--- config.mk ---
export PLATFORM = sky130hd
export DESIGN_NAME = mac_requant
export DESIGN_NICKNAME = d
export VERILOG_FILES = /design/src/rtl/mac_requant.sv
export SDC_FILE = /design/constraint.sdc
export NUM_CORES = 1
export LEC_CHECK = 0
export CAP_MARGIN = 40
export CORE_UTILIZATION = 25
export CTS_CLUSTER_SIZE = 30
export DETAILED_ROUTE_END_ITERATION = 7
export PLACE_DENSITY_LB_ADDON = 0.08
export SETUP_SLACK_MARGIN = 0.3
export SYNTH_ARGS = -nofsm -noshare
export SYNTH_HDL_FRONTEND = slang
export SYNTH_SLANG_ARGS = --single-unit
--- constraint.sdc ---
create_clock -name clk -period 3.75 [get_ports clk]
set_input_delay 0.75 -clock clk [delete_from_list [all_inputs] [get_ports clk]]
set_output_delay 0.75 -clock clk [all_outputs]
set_load 0.03 [all_outputs]
--- src/rtl/mac_requant.sv ---
// mac_requant -- output-side requantizer for the mac datapath.
//
// Takes signed IN_WIDTH MAC results over a valid/ready stream, applies a
// round-half-up arithmetic right shift, optional ReLU and saturation to a
// signed OUT_WIDTH word, and returns the result over a second valid/ready
// stream through a two-stage pipeline (2-cycle latency, 1 word/cycle).
//
// Ports:
//   clk        rising-edge clock
//   rst_n      asynchronous active-low reset
//   shift      right-shift amount, sampled with each accepted input
//   relu_en    clamp negatives to 0, sampled with each accepted input
//   s_valid    input word valid
//   s_ready    block can accept input (combinational from m_ready)
//   s_data     signed input value
//   m_valid    output word valid
//   m_ready    downstream accepts output
//   m_data     signed requantized value
//   sat_clr    synchronous clear of sat_count (wins over increment)
//   sat_count  saturated words delivered; sticks at 0xFFFF
module mac_requant #(
  parameter int IN_WIDTH    = 16,
  parameter int OUT_WIDTH   = 8,
  parameter int SHIFT_WIDTH = 4
) (
  input  logic                        clk,
  input  logic                        rst_n,
  input  logic [SHIFT_WIDTH-1:0]      shift,
  input  logic                        relu_en,
  input  logic                        s_valid,
  output logic                        s_ready,
  input  logic signed [IN_WIDTH-1:0]  s_data,
  output logic                        m_valid,
  input  logic                        m_ready,
  output logic signed [OUT_WIDTH-1:0] m_data,
  input  logic                        sat_clr,
  output logic [15:0]                 sat_count
);

  // One extra bit so the rounding add can never overflow.
  localparam int RW = IN_WIDTH + 1;

  localparam logic signed [RW-1:0] MAX_R = RW'(2 ** (OUT_WIDTH - 1) - 1);
  localparam logic signed [RW-1:0] MIN_R = RW'(-(2 ** (OUT_WIDTH - 1)));

  localparam logic [OUT_WIDTH-1:0] MAX_OUT = {1'b0, {(OUT_WIDTH - 1){1'b1}}};
  localparam logic [OUT_WIDTH-1:0] MIN_OUT = {1'b1, {(OUT_WIDTH - 1){1'b0}}};

  // Stage 1: shifted/rounded value plus the ReLU flag it was accepted with.
  logic                 v1;
  logic signed [RW-1:0] r1;
  logic                 relu1;

  // Stage 2: final output word plus its saturation flag.
  logic                 v2;
  logic [OUT_WIDTH-1:0] d2;
  logic                 sat2;

  logic adv2;
  logic move;
  logic in_xfer;
  logic out_xfer;

  assign adv2     = !v2 || m_ready;
  assign s_ready  = !v1 || adv2;
  assign move     = v1 && adv2;
  assign in_xfer  = s_valid && s_ready;
  assign out_xfer = v2 && m_ready;

  assign m_valid = v2;
  assign m_data  = d2;

  // Stage-1 arithmetic: (x + half_lsb) >>> shift, with half_lsb = 0 at shift 0.
  logic signed [RW-1:0] ext;
  logic signed [RW-1:0] bias;
  logic signed [RW-1:0] rnd_sum;
  logic signed [RW-1:0] r_next;

  always_comb begin
    ext     = {s_data[IN_WIDTH-1], s_data};
    bias    = (shift == '0) ? '0 : (RW'(1) << (shift - 1'b1));
    rnd_sum = ext + bias;
    r_next  = rnd_sum >>> shift;
  end

  // Stage-2 clamp: ReLU first (a zeroed word is not a saturation), then
  // saturate to the signed output range, otherwise truncate.
  logic [OUT_WIDTH-1:0] q_data;
  logic                 q_sat;

  always_comb begin
    // NOTE: every output of a combinational block gets a default first, so
    // no path through the if-chain can leave it unassigned and infer a latch.
    q_data = r1[OUT_WIDTH-1:0];
    q_sat  = 1'b0;
    if (relu1 && r1[RW-1]) begin
      q_data = '0;
    end else if (r1 > MAX_R) begin
      q_data = MAX_OUT;
      q_sat  = 1'b1;
    end else if (r1 < MIN_R) begin
      q_data = MIN_OUT;
      q_sat  = 1'b1;
    end
  end

  // NOTE: state updates use non-blocking assignments so every register in
  // this block samples the pre-edge values, matching real flip-flop behaviour.
  always_ff @(posedge clk or negedge rst_n) begin
    if (!rst_n) begin
      v1        <= 1'b0;
      r1        <= '0;
      relu1     <= 1'b0;
      v2        <= 1'b0;
      d2        <= '0;
      sat2      <= 1'b0;
      sat_count <= '0;
    end else begin
      if (in_xfer) begin
        v1    <= 1'b1;
        r1    <= r_next;
        relu1 <= relu_en;
      end else if (move) begin
        v1 <= 1'b0;
      end

      // Stage 2 only changes when it is free to advance; otherwise the
      // presented word holds stable under backpressure.
      if (adv2) begin
        v2 <= v1;
        if (v1) begin
          d2   <= q_data;
          sat2 <= q_sat;
        end
      end

      if (sat_clr) begin
        sat_count <= '0;
      end else if (out_xfer && sat2 && (sat_count != 16'hFFFF)) begin
        sat_count <= sat_count + 16'd1;
      end
    end
  end

endmodule
==> flow_metrics.tcl <==
set metrics [dict create \
    dr_wl_met2_um 6224 \
    setup_violations 0 \
    path_depth 13 \
    grt_usage 0.1680 \
    violations "design-rule violations" \
    cts_tree "yes" \
    hold_path_class "primary input to async pin" \
    power.leakage_nw 2.508 \
    pwr-share-seq 0.343 \
    insertion_delay_ns 0.29 \
    crit_required_ns 3.98 \
    drtAntennaViolNets 0 \
    antenna_found_initial 0 \
    cts_hold_buf 0 \
    cp-end-kind "flop" \
    drt-initial-drc-count 187 \
    p_sw_frac 0.3386 \
    drcViolationCount 4 \
    vias 3971 \
    wl_met3_um 262 \
    synth_area_leaders "dfrtp_1 (30%), nor2_1 (7.2%), ha_1 (5.6%)" \
    rr_startpoint "sat_count[6]" \
    async_flop_share 1.000 \
    rr_worst_depth 7 \
    cts.clk_slew.worst_paths_ns 0.06 \
    timing.fmax_ghz 0.3007 \
    dr.max_layer_used "met4" \
    antenna_cells 0 \
    die_h_um 125.0 \
    endpoint "r1[7]" \
    crit_chain "buf_8 -> or2_4 -> nor2_4 -> ha_4 -> fa_2 -> a211oi_4 -> o21ba_4 -> a211o_4 -> a31oi_4 -> xor2_2 -> mux2i_2 -> mux4_2 -> a21oi_2" \
    die_w_um 125.0 \
    rsz0062_at_grt "true" \
    cts_buffers 5 \
    h-tree-depth 2 \
    final_common_cell "buf_4" \
    power_mw 1.756 \
    crit_type "primary input to flop" \
    syn_avg_cell_area_um2 8.246 \
    worst_pin_slew_ns 0.6388 \
    cts_sinks 45 \
    hold_ws_ns 0.4109 \
    p_int_mw 1.161 \
    setup_slack_ns 0.4246 \
    slew-limit-headroom 0.5728 \
    peakVddDrop_uv 142.7 \
    grt_max_degree 28 \
    area_growth_pct 53.82 \
    place_ws_ns -0.6147 \
    yosys_warnings 0 \
    drive_gt1_frac 0.3377 \
    cp-start-kind "primary input" \
    place_congestion 0.7956 \
    cpPeakStageDelay_ns 0.50 \
    ys_ff_latch 45 \
    yosysUniqueCellTypes 66 \
    num_rows 44 \
    core-area_um2 14640 \
    crit_slowest_cell "mux4_2" \
    met1_length_um 6128 \
    status "finished, violations left" \
    reg2reg_to "sat_count[14]" \
    io_pins 52 \
    final_hold_viol_count 0 \
    netlist_area_um2 3785 \
    viasPerCell 5.001 \
    synth_top_area_cell "dfrtp_1" \
    drv_slew 0 \
    timing.critical_path.buf_inv 1 \
    die_area_um2 15640 \
    fin_crit_sh 0.8868 \
    critPathTopFamily "compound AO/OA/AOI/OAI gates" \
    finalNetCount 653 \
    cts_root_buf "clkbuf_16" \
    share_comb_of_total_power 0.392 \
    maxCapViolCount 0 \
    first_pass_iters 8 \
    clock_path_buffers 2 \
    initial_core_util 0.2585 \
    dp_hpwl_um 10060 \
    io_buffers 51 \
    crit_fanout 6 \
    grt_pass1_wl_um 21090 \
    rrSetupSlack_ns 1.54 \
    wl_per_cell_um 16.15 \
    startpoint "shift[2]" \
    synth_edf_count 0 \
    ys.flop_type "dfrtp_1" \
    ys_seq_area_frac 0.2975 \
    grt_pass1_vias 4007 \
    worst_clock_skew_ns 0.007983 \
    syn_inst 459 \
    clkPwrFrac 0.265 \
    final_cell_mix "buf_4 (111), nor2_1 (70), clkdlybuf4s50_1 (45), dfrtp_1 (45), nand2_1 (38)" \
    routed_wl_um 12820 \
    power_switching_mw 0.5944 \
    synth_top_area_share 0.2975 \
    synth_nets 503 \
    period_needed_ns 3.325 \
    powerDensity_nw_per_um2 301.6 \
    fin_util 0.3976 \
    cp.arrival_ns 3.55 \
    grt_overflow_total 0 \
]
state kept, by name, summed over array words and instances (netlist names):
name / count
r1: 17
sat_count: 16
m_data: 8
m_valid: 1
relu1: 1
sat2: 1
v1: 1
power by group through the flow:
stage | Combinational, mW | Sequential, mW | Clock [mW]
finish | 0.688 | 0.601 | 0.466
global route | 0.749 | 0.611 | 0.501
CTS | 0.661 | 0.601 | 0.485
detailed placement | 0.624 | 0.610 | 0
global placement | 0.621 | 0.608 | 0
floorplan | 0.313 | 0.651 | 0
through the flow:
step | instances | TNS [ns] | instance area, um2
finish | 794 | 0 | 5822
global route | 794 | 0 | 5822
CTS | 787 | 0 | 5639
detailed placement | 763 | -7.827 | 5229
global placement | 762 | -7.517 | 5209
floorplan | 459 | 0 | 3950
kinds of logic after synthesis:
family                   share of synthesized area
XOR/XNOR                                   0.06479
multiplexers                               0.08297
adder cells (fa/ha/maj)                    0.06149
AO/OA/AOI/OAI                               0.2443
AND/OR/NAND/NOR                             0.2132
buffers and inverters                      0.03471
flip-flops                                  0.2975
other                                    0.0009908
layout make-up:
cell class	instances	area, um2
fillers	1502	8822
multi-input cells	381	2874
repair buffers	165	1386
flip-flops and latches	45	1126
well taps	184	230.2
clock buffers	7	152.6
inverters	11	47.55
clock inverters	1	5.005
Yosys cell counts, types with 3 or more instances:
library cell,number
nor3b_1,3
a22oi_1,3
or2_2,4
o211ai_1,3
nor2_1,73
a221oi_1,3
mux2_2,3
xnor2_1,12
a211oi_1,11
o21ai_0,30
buf_2,3
nor4_1,3
nand4_1,9
a21oi_1,29
mux2i_1,10
nor3_1,6
nand2_1,45
xor2_1,16
ha_1,17
a211o_1,3
and3_1,5
o21ai_1,5
nand2b_1,9
a21o_1,5
inv_1,11
nand3_1,11
clkbuf_1,16
a31oi_1,7
dfrtp_1,45
mux4_2,8
routing by layer:
metal | up-vias | GRT usage
met4 | 0 | 0.04376
met3 | 16 | 0.01583
met5 | - | 0
met1 | 1908 | 0.2229
met2 | 61 | 0.2918
li1 | 1986 | -
how the worst min path moves through the flow:
stage,start,endpoint,cells past startpoint
after global routing,rst_n,r1[4],1
final,rst_n,r1[4],1
after global placement,sat2,sat2,1
after CTS,rst_n,r1[4],1
after detailed placement,sat2,sat2,1
after floorplan,sat2,sat2,1
what timing repair did:
| action | 4_1_cts | 5_1_grt |
|---|---|---|
| gates resized for setup | 43 | 42 |
| pin swaps | 16 | 27 |
| endpoints found under the setup margin | 17 | 13 |
| setup buffers | 16 | 7 |
No activity file was read; power rests on OpenSTA's default activity.
